===== config.mk =====
export PLATFORM = sky130hd
export DESIGN_NAME = vga_pxl_addr_gen_flat
export DESIGN_NICKNAME = d
export VERILOG_FILES = /design/src/rtl/vga_pxl_addr_gen_if.sv /design/src/rtl/vga_pxl_addr_gen.sv /design/src/flat_wrapper.sv
export SDC_FILE = /design/constraint.sdc
export NUM_CORES = 1
export LEC_CHECK = 0
export CAP_MARGIN = 20
export CORE_MARGIN = 3
export CORE_UTILIZATION = 30
export CTS_BUF_LIST = sky130_fd_sc_hd__clkbuf_8
export CTS_CLUSTER_DIAMETER = 150
export DETAILED_ROUTE_END_ITERATION = 12
export SLEW_MARGIN = 30
export SYNTH_ARGS = -nofsm -noshare
export SYNTH_HDL_FRONTEND = slang
export SYNTH_SLANG_ARGS = --single-unit

===== constraint.sdc =====
create_clock -name clk -period 7 [get_ports clk]
set_input_delay 1.4 -clock clk [delete_from_list [all_inputs] [get_ports clk]]
set_output_delay 1.4 -clock clk [all_outputs]
set_load 0.05 [all_outputs]

===== src/rtl/vga_pxl_addr_gen_if.sv =====
// VGA output bundle from the address generator to the display side.
// frame_start exists only when VGA_FRAME_START_EN is defined.
interface vga_pxl_addr_gen_if;
  logic [13:0] pxl_addr;
  logic        hsync;
  logic        vsync;
  logic        disp_en;
`ifdef VGA_FRAME_START_EN
  logic        frame_start;

  modport master (output pxl_addr, hsync, vsync, disp_en, frame_start);
  modport slave  (input  pxl_addr, hsync, vsync, disp_en, frame_start);
`else
  modport master (output pxl_addr, hsync, vsync, disp_en);
  modport slave  (input  pxl_addr, hsync, vsync, disp_en);
`endif
endinterface


===== src/rtl/vga_pxl_addr_gen.sv =====
// 640x480@60 VGA timing plus 128x96 (5x upscaled) framebuffer address generator.
// Optional macro VGA_FRAME_START_EN adds a one-clk frame_start pulse aligned with the syncs.
module vga_pxl_addr_gen #(
  parameter int unsigned CLK_DIV = 4,
  parameter int unsigned H_VIS   = 640,
  parameter int unsigned H_FP    = 16,
  parameter int unsigned H_SYNC  = 96,
  parameter int unsigned H_BP    = 48,
  parameter int unsigned V_VIS   = 480,
  parameter int unsigned V_FP    = 10,
  parameter int unsigned V_SYNC  = 2,
  parameter int unsigned V_BP    = 33,
  parameter int unsigned SCALE   = 5
) (
  input logic                clk,
  input logic                reset,
  vga_pxl_addr_gen_if.master vga
);

  localparam int unsigned H_TOTAL = H_VIS + H_FP + H_SYNC + H_BP;
  localparam int unsigned V_TOTAL = V_VIS + V_FP + V_SYNC + V_BP;
  localparam int unsigned DW      = (CLK_DIV > 1) ? $clog2(CLK_DIV) : 1;
  localparam int unsigned HW      = $clog2(H_TOTAL);
  localparam int unsigned VW      = $clog2(V_TOTAL);
  localparam int unsigned SW      = (SCALE > 1) ? $clog2(SCALE) : 1;

  localparam logic [DW-1:0] DivLast  = DW'(CLK_DIV - 1);
  localparam logic [HW-1:0] HLast    = HW'(H_TOTAL - 1);
  localparam logic [HW-1:0] HVis     = HW'(H_VIS);
  localparam logic [HW-1:0] HSyncBeg = HW'(H_VIS + H_FP);
  localparam logic [HW-1:0] HSyncEnd = HW'(H_VIS + H_FP + H_SYNC - 1);
  localparam logic [VW-1:0] VLast    = VW'(V_TOTAL - 1);
  localparam logic [VW-1:0] VVis     = VW'(V_VIS);
  localparam logic [VW-1:0] VSyncBeg = VW'(V_VIS + V_FP);
  localparam logic [VW-1:0] VSyncEnd = VW'(V_VIS + V_FP + V_SYNC - 1);
  localparam logic [SW-1:0] SubLast  = SW'(SCALE - 1);

  logic [DW-1:0] div_q, div_d;
  logic [HW-1:0] hcnt_q, hcnt_d;
  logic [VW-1:0] vcnt_q, vcnt_d;
  logic [6:0]    col_q, col_d, row_q, row_d;
  logic [SW-1:0] col_sub_q, col_sub_d, row_sub_q, row_sub_d;
  logic [13:0]   addr_q, addr_d;
  logic          hsync_q, vsync_q, disp_en_q;
  logic          tick, h_wrap, v_wrap, vis_d;

  assign tick   = (div_q == DivLast);
  assign h_wrap = (hcnt_q == HLast);
  assign v_wrap = (vcnt_q == VLast);

  always_comb begin
    div_d     = tick ? '0 : div_q + 1'b1;
    hcnt_d    = hcnt_q;
    vcnt_d    = vcnt_q;
    col_d     = col_q;
    row_d     = row_q;
    col_sub_d = col_sub_q;
    row_sub_d = row_sub_q;
    if (tick) begin
      if (h_wrap) begin
        hcnt_d    = '0;
        col_d     = '0;
        col_sub_d = '0;
        if (v_wrap) begin
          vcnt_d    = '0;
          row_d     = '0;
          row_sub_d = '0;
        end else begin
          vcnt_d = vcnt_q + 1'b1;
          if (vcnt_q < VVis) begin
            if (row_sub_q == SubLast) begin
              row_sub_d = '0;
              row_d     = row_q + 1'b1;
            end else begin
              row_sub_d = row_sub_q + 1'b1;
            end
          end
        end
      end else begin
        hcnt_d = hcnt_q + 1'b1;
        if (hcnt_q < HVis) begin
          if (col_sub_q == SubLast) begin
            col_sub_d = '0;
            col_d     = col_q + 1'b1;
          end else begin
            col_sub_d = col_sub_q + 1'b1;
          end
        end
      end
    end
    // Address reflects the position being entered, so BRAM data lands with the delayed syncs.
    vis_d  = (hcnt_d < HVis) && (vcnt_d < VVis);
    addr_d = addr_q;
    if (tick) begin
      addr_d = vis_d ? {row_d, col_d} : '0;
    end
  end

  always_ff @(posedge clk or posedge reset) begin
    if (reset) begin
      div_q     <= '0;
      hcnt_q    <= '0;
      vcnt_q    <= '0;
      col_q     <= '0;
      row_q     <= '0;
      col_sub_q <= '0;
      row_sub_q <= '0;
      addr_q    <= '0;
      hsync_q   <= 1'b1;
      vsync_q   <= 1'b1;
      disp_en_q <= 1'b0;
    end else begin
      div_q     <= div_d;
      hcnt_q    <= hcnt_d;
      vcnt_q    <= vcnt_d;
      col_q     <= col_d;
      row_q     <= row_d;
      col_sub_q <= col_sub_d;
      row_sub_q <= row_sub_d;
      addr_q    <= addr_d;
      hsync_q   <= !((hcnt_q >= HSyncBeg) && (hcnt_q <= HSyncEnd));
      vsync_q   <= !((vcnt_q >= VSyncBeg) && (vcnt_q <= VSyncEnd));
      disp_en_q <= (hcnt_q < HVis) && (vcnt_q < VVis);
    end
  end

  assign vga.pxl_addr = addr_q;
  assign vga.hsync    = hsync_q;
  assign vga.vsync    = vsync_q;
  assign vga.disp_en  = disp_en_q;

`ifdef VGA_FRAME_START_EN
  logic frame_start_q;

  // div_q == 0 marks the first clk spent at the origin pixel.
  always_ff @(posedge clk or posedge reset) begin
    if (reset) begin
      frame_start_q <= 1'b0;
    end else begin
      frame_start_q <= (hcnt_q == '0) && (vcnt_q == '0) && (div_q == '0);
    end
  end

  assign vga.frame_start = frame_start_q;
`endif

endmodule


===== src/flat_wrapper.sv =====
// flat-port wrapper written by rule: the top's interface ports become plain ports
module vga_pxl_addr_gen_flat 
#(
  parameter int unsigned CLK_DIV = 4,
  parameter int unsigned H_VIS   = 640,
  parameter int unsigned H_FP    = 16,
  parameter int unsigned H_SYNC  = 96,
  parameter int unsigned H_BP    = 48,
  parameter int unsigned V_VIS   = 480,
  parameter int unsigned V_FP    = 10,
  parameter int unsigned V_SYNC  = 2,
  parameter int unsigned V_BP    = 33,
  parameter int unsigned SCALE   = 5
)
  (clk, reset, vga_pxl_addr, vga_hsync, vga_vsync, vga_disp_en);
  vga_pxl_addr_gen_if vga_i ();
  input logic clk;
  input logic reset;
  output wire logic [$bits(vga_i.pxl_addr)-1:0] vga_pxl_addr;
  output wire logic [$bits(vga_i.hsync)-1:0] vga_hsync;
  output wire logic [$bits(vga_i.vsync)-1:0] vga_vsync;
  output wire logic [$bits(vga_i.disp_en)-1:0] vga_disp_en;
  assign vga_pxl_addr = vga_i.pxl_addr;
  assign vga_hsync = vga_i.hsync;
  assign vga_vsync = vga_i.vsync;
  assign vga_disp_en = vga_i.disp_en;
  vga_pxl_addr_gen #(.CLK_DIV(CLK_DIV), .H_VIS(H_VIS), .H_FP(H_FP), .H_SYNC(H_SYNC), .H_BP(H_BP), .V_VIS(V_VIS), .V_FP(V_FP), .V_SYNC(V_SYNC), .V_BP(V_BP), .SCALE(SCALE)) u_core (.clk(clk), .reset(reset), .vga(vga_i));
endmodule

* Yosys cells after proc, flatten, opt, wreduce, memory -nomap -nowiden
Index checks and enable logic that the tools add are counted.
** Cells by class
- Mux-type cells :: 22
- Shift operators :: 0
- Multiply operators :: 0
- $add $sub $neg :: 7
- $lt $le $gt $ge :: 8
- Bitwise gates (word level) :: 0
- Reductions and logical operators :: 10
- Equal/unequal tests :: 5
- Div/mod/pow operators :: 0
** Operator list (count)
- $mux W7 :: 9
- $mux W10 :: 5
- $add A10 B1 Y10 const B :: 2
- $eq A10 B10 Y1 const B :: 2
- $lt A10 B10 Y1 const B :: 2
- $lt A10 B9 Y1 const B :: 2
- $mux W3 :: 6
- $add A7 B1 Y7 const B :: 2
- $mux W14 :: 1
- $ge A10 B10 Y1 const B :: 1
- $ge A10 B9 Y1 const B :: 1
- $le A10 B10 Y1 const B :: 1
- $le A10 B9 Y1 const B :: 1
- $add A3 B1 Y3 const B :: 2
- $eq A3 B3 Y1 const B :: 2
- $logic_and A1 B1 Y1 :: 4
- $reduce_bool A2 Y1 :: 2
- $reduce_and A3 Y1 :: 1
- $add A2 B1 Y2 const B :: 1
- $eq A2 B2 Y1 const B :: 1
- $logic_not A1 Y1 :: 2
- $mux W2 :: 1
- $reduce_and A2 Y1 :: 1
** Word-level totals
- Input port bits :: 2
- Output and inout bits :: 17
- Memories :: 0
- Memory bits (writable) :: 0
- Logic and storage cells :: 63
- Flip-flop bits (word level) :: 59
- Bits in read-only memories :: 0
- Bits in latches :: 0

* Longest topological paths before layout
- Depth in word-level cells :: 7
- Depth in mapped cells :: 10
- Mapped depth without buffers :: 8

* Least setup slack after synthesis
OpenSTA, ideal clock, no wires.
- Path kind :: register -> register
- From :: register u_core.hcnt_q[5]
- To :: register u_core.addr_q[3] (netlist: u_core.vga.pxl_addr[3])
- Data required time :: 6.896 ns
- Buffers on the path :: 4
- Setup time :: 0.104 ns
- Clock period less this slack :: 2.457 ns
- Path slack :: 4.543 ns
- Stages on the path, launching flop included :: 11
- Arrival :: 2.353 ns
- Cells stage by stage :: dfrtp_1 > buf_6 > or4b_4 > buf_6 > nor3_4 > buf_4 > nand4_1 > xnor2_1 > o211a_4 > buf_6 > o41ai_4
** Between the ends
- Longest elaborated chain between the ends :: 6
- Elaborated cells between the ends (all ways) :: 14
- Those cells by class :: add/sub (1); order compare (3); eq/ne (1); mux (8); reduce/logical (1)
** Ends and longest elaborated chain
- from (decl) :: line vga_pxl_addr_gen.sv:39 : logic [HW-1:0] hcnt_q, hcnt_d;
- from (signal assigned) :: line vga_pxl_addr_gen.sv:114 : hcnt_q <= hcnt_d;
- $eq A10 B10 Y1 :: line vga_pxl_addr_gen.sv:48 : assign h_wrap = (hcnt_q == HLast);
- $mux W10 :: line vga_pxl_addr_gen.sv:60 : if (h_wrap) begin
- $mux W10 :: line vga_pxl_addr_gen.sv:59 : if (tick) begin
- via u_core.vcnt_d[8] :: line vga_pxl_addr_gen.sv:40 : logic [VW-1:0] vcnt_q, vcnt_d;
- $lt A10 B9 Y1 :: line vga_pxl_addr_gen.sv:92 : vis_d = (hcnt_d < HVis) && (vcnt_d < VVis);
- $logic_and A1 B1 Y1 :: line vga_pxl_addr_gen.sv:92
- $mux W14 :: line vga_pxl_addr_gen.sv:95 : addr_d = vis_d ? {row_d, col_d} : '0;
- to (signal assigned) :: line vga_pxl_addr_gen.sv:120 : addr_q <= addr_d;
- to (decl) :: line vga_pxl_addr_gen.sv:43 : logic [13:0] addr_q, addr_d;
The timed path passes the listed nets, and every way through them passes these cells.
A chain may end at the register's enable or synchronous reset.

* Worst setup path after layout
- From :: register u_core.div_q[0]
- To :: register u_core.addr_q[4] (netlist: u_core.vga.pxl_addr[4])
** Between the ends
- Longest elaborated chain between the ends :: 5
- Elaborated cells between the ends (all ways) :: 8
- Those cells by class :: order compare (2); eq/ne (1); mux (4); reduce/logical (1)
** Ends and longest elaborated chain
- from (decl) :: line vga_pxl_addr_gen.sv:38 : logic [DW-1:0] div_q, div_d;
- from (signal assigned) :: line vga_pxl_addr_gen.sv:113 : div_q <= div_d;
- $eq A2 B2 Y1 :: line vga_pxl_addr_gen.sv:47 : assign tick = (div_q == DivLast);
- $mux W10 :: line vga_pxl_addr_gen.sv:59
- via u_core.hcnt_d[9] :: line vga_pxl_addr_gen.sv:39
- $lt A10 B10 Y1 :: line vga_pxl_addr_gen.sv:92
- $logic_and A1 B1 Y1 :: line vga_pxl_addr_gen.sv:92
- $mux W14 :: line vga_pxl_addr_gen.sv:95
The timed path passes the listed nets, and every way through them passes these cells.

==> run_results.csv <==
group,metric,value,unit
drt,dr.pass1.iters,4,
place,port_buffers,18,
clocking,worstSkewPairLatency,0.33,ns
run_status,status,"finished clean",
finish,syn2layout_area_growth,14.7,%
synth,yosys_warnings,0,
synth,synth_top_area_share,44.2,%
synth,synthTopCellsByArea,"dfrtp_1, ha_1, nand2_1, o21ai_0, xnor2_1",
finish,multi_input_comb_area,1560,um^2
finish,drive_above_1_share,10.1,%
drt,drtIter0Drc,104,
setup_path,cp.required,7.22,ns
flow_run,maxCapViolCount,0,
clocking,numCtsBuffers,9,
timing,finalSetupTns,0,ns
finish,antenna_cells,0,
setup_path,cp_max_fo,28,
timing,max-slew-margin-rel,47.7,%
power,peakVddDrop,0.0943,mV
global_routing,grt_pass1_wl,11900,um
timing,finalMaxSlewViolations,0,
clocking,clk_root_buffer_cell,"clkbuf_8",
timing,hold_viol_final,0,
clocking,cts_tree,"done",
clocking,cts.clk_slew.worst_paths,0.07,ns
clocking,cts_resized,0,
setup_path,critical_path_class,"reg2reg",
setup_path,arrival,3.35,ns
synth,syn_nets,351,
drt,route.detailed.drc,0,
timing,rsz0062_at_grt,"false",
floorplan,chipHeight,110,um
worst_hold_path,min_from,"u_core.div_q[0]",
drt,wl_per_cell,14.3,um
clocking,numClockSinks,59,
global_routing,gr-total-overflow,0,
finish,fill_cells,1072,
floorplan,rows,37,
global_routing,grt_pass1_vias,2400,
timing,finalCritPeriodShare,44.7,%
power,leakagePower,1.55,nW
synth,synthArstFlopShare,100,%
timing,worst_clock_skew,0.00886,ns
worst_hold_path,min_path_type,"reg2reg",
place,gp_congestion,0.787,
timing,whs,0.434,ns
floorplan,dieArea,12000,um^2
floorplan,pin_count,19,
place,hpwl,4740,um
global_routing,grt_max_degree,60,
timing,setup-violations-final,0,
timing,worst_pin_slew,0.781,ns
global_routing,antenna_found_initial,0,
synth,synth_edf_count,0,
floorplan,dieWidth,110,um
drt,vias,2530,
finish,final_nets,366,
clocking,hold_buffers,0,
setup_path,endpoint_kind,"flip-flop",
synth,yosysUniqueCellTypes,52,
global_routing,grtUsageTotal,12.5,%
power,power.density,176,nW/um^2
drt,vias_per_cell,5.13,
setup_path,startpoint,"u_core.div_q[0]",
synth,netlist_instances,337,
drt,ant_nets,0,
clocking,post_cts_buffers,0,
floorplan,start_util,31.0,%
finish,ff_latch_area,1480,um^2
synth,synth_ff_type,"dfrtp_1",
clocking,htree_levels,3,
synth,postSynthAreaPerCell,9.58,um^2
synth,ys_ff_latch,59,
setup_path,regToRegStartpoint,"u_core.div_q[0]",
finish,final_cell_mix,"dfrtp_1, nand2_1, o21ai_0",
synth,netlist_area,3230,um^2
setup_path,critical_path.startpoint_type,"flip-flop",
floorplan,core_area,10400,um^2
synth,yosysSeqAreaShare,45.8,%
finish,final_common_cell,"dfrtp_1",
synth,synth.largest_area_cell,"dfrtp_1",
clocking,cts_buffer_depth,2,
timing,period_needed,3.13,ns
timing,fmax,0.319,GHz
drt,wirelength,7040,um
cells by family (layout without fill, tap and decap cells):
family,count (synthesis),count (layout),share of synthesized area (%)
AO/OA/AOI/OAI,75,75,16.6
XOR/XNOR,23,23,6.24
adder cells (fa/ha/maj),12,12,4.65
buffers and inverters,42,62,6.04
flip-flops,59,59,45.8
multiplexers,3,3,0.930
AND/OR/NAND/NOR,123,123,19.8
critical path, stage by stage (launching register included):
cell and delay [ns]:
dfrtp_1 0.36, ha_1 0.14, buf_4 0.28, inv_1 0.26, nor4_1 0.67, a21oi_1 0.14
or3_4 0.41, a21o_1 0.37, o41ai_1 0.38
final timing paths:
check | depth (start not counted) | slack, ns | to
setup reg to reg | 8 | 3.87 | u_core.vga.pxl_addr[4]
hold / removal | 1 | 0.43 | u_core.div_q[0]
hold reg to reg | 1 | 0.43 | u_core.div_q[0]
min in group asynchronous | 3 | 1.60 | u_core.hcnt_q[2]
setup / recovery | 8 | 3.87 | u_core.vga.pxl_addr[4]
max in group asynchronous | 3 | 4.90 | u_core.vcnt_q[1]
where the power goes:
group	total, mW	leakage, nW	switching, mW	internal (mW)
clock	0.305	0.0977	0.138	0.167
sequential	0.341	0.782	0	0.341
combinational	0.00752	0.669	0.00661	0.000904
total	0.653	1.55	0.145	0.508
registers in the layout (all words and copies together), names as in the netlist:
signal,flops
u_core.col_sub_q,3
u_core.col_q,7
u_core.row_q,7
u_core.hcnt_q,10
u_core.vga.hsync,1
u_core.div_q,2
u_core.vga.disp_en,1
u_core.vga.vsync,1
u_core.vga.pxl_addr,14
u_core.vcnt_q,10
u_core.row_sub_q,3
metal layers:
| layer | wire, um | global-route usage [%] |
|---|---|---|
| met1 | 3530 | 18.4 |
| met2 | 3150 | 18.2 |
| met3 | 315 | 2.64 |
| met4 | 46 | 4.27 |
| met5 | 0 | 0 |
synthesized netlist by cell type (all sizes together) (6+ instances only):
cell / instances
and3: 8
inv: 24
xor2: 10
or3: 6
ha: 12
o32ai: 7
buf: 8
nand4: 7
nor2: 18
dfrtp: 57
a21oi: 9
o41ai: 8
clkbuf: 10
nor3: 10
nand2: 39
nand3: 16
o21ai: 30
xnor2: 13
cell type report:
cell class              instances  share of cell area (%)
well taps                     136                    4.59
multi-input cells             236                    42.0
flip-flops and latches         59                    39.9
clock buffers                  13                    4.83
inverters                      24                    2.43
repair buffers                 22                    5.68
clock inverters                 3                   0.541
through the flow:
step	total power [mW]	area (um^2)	util (%)	worst slack, ns	instances
finish	0.653	3700	35.6	3.87	493
global route	0.678	3700	35.6	3.67	493
CTS	0.660	3700	35.6	3.90	493
detailed placement	0.356	3500	33.6	3.92	477
global placement	0.355	3500	33.6	4.00	477
floorplan	0.352	3230	-	4.15	337
(Power assumes the default switching activity.)
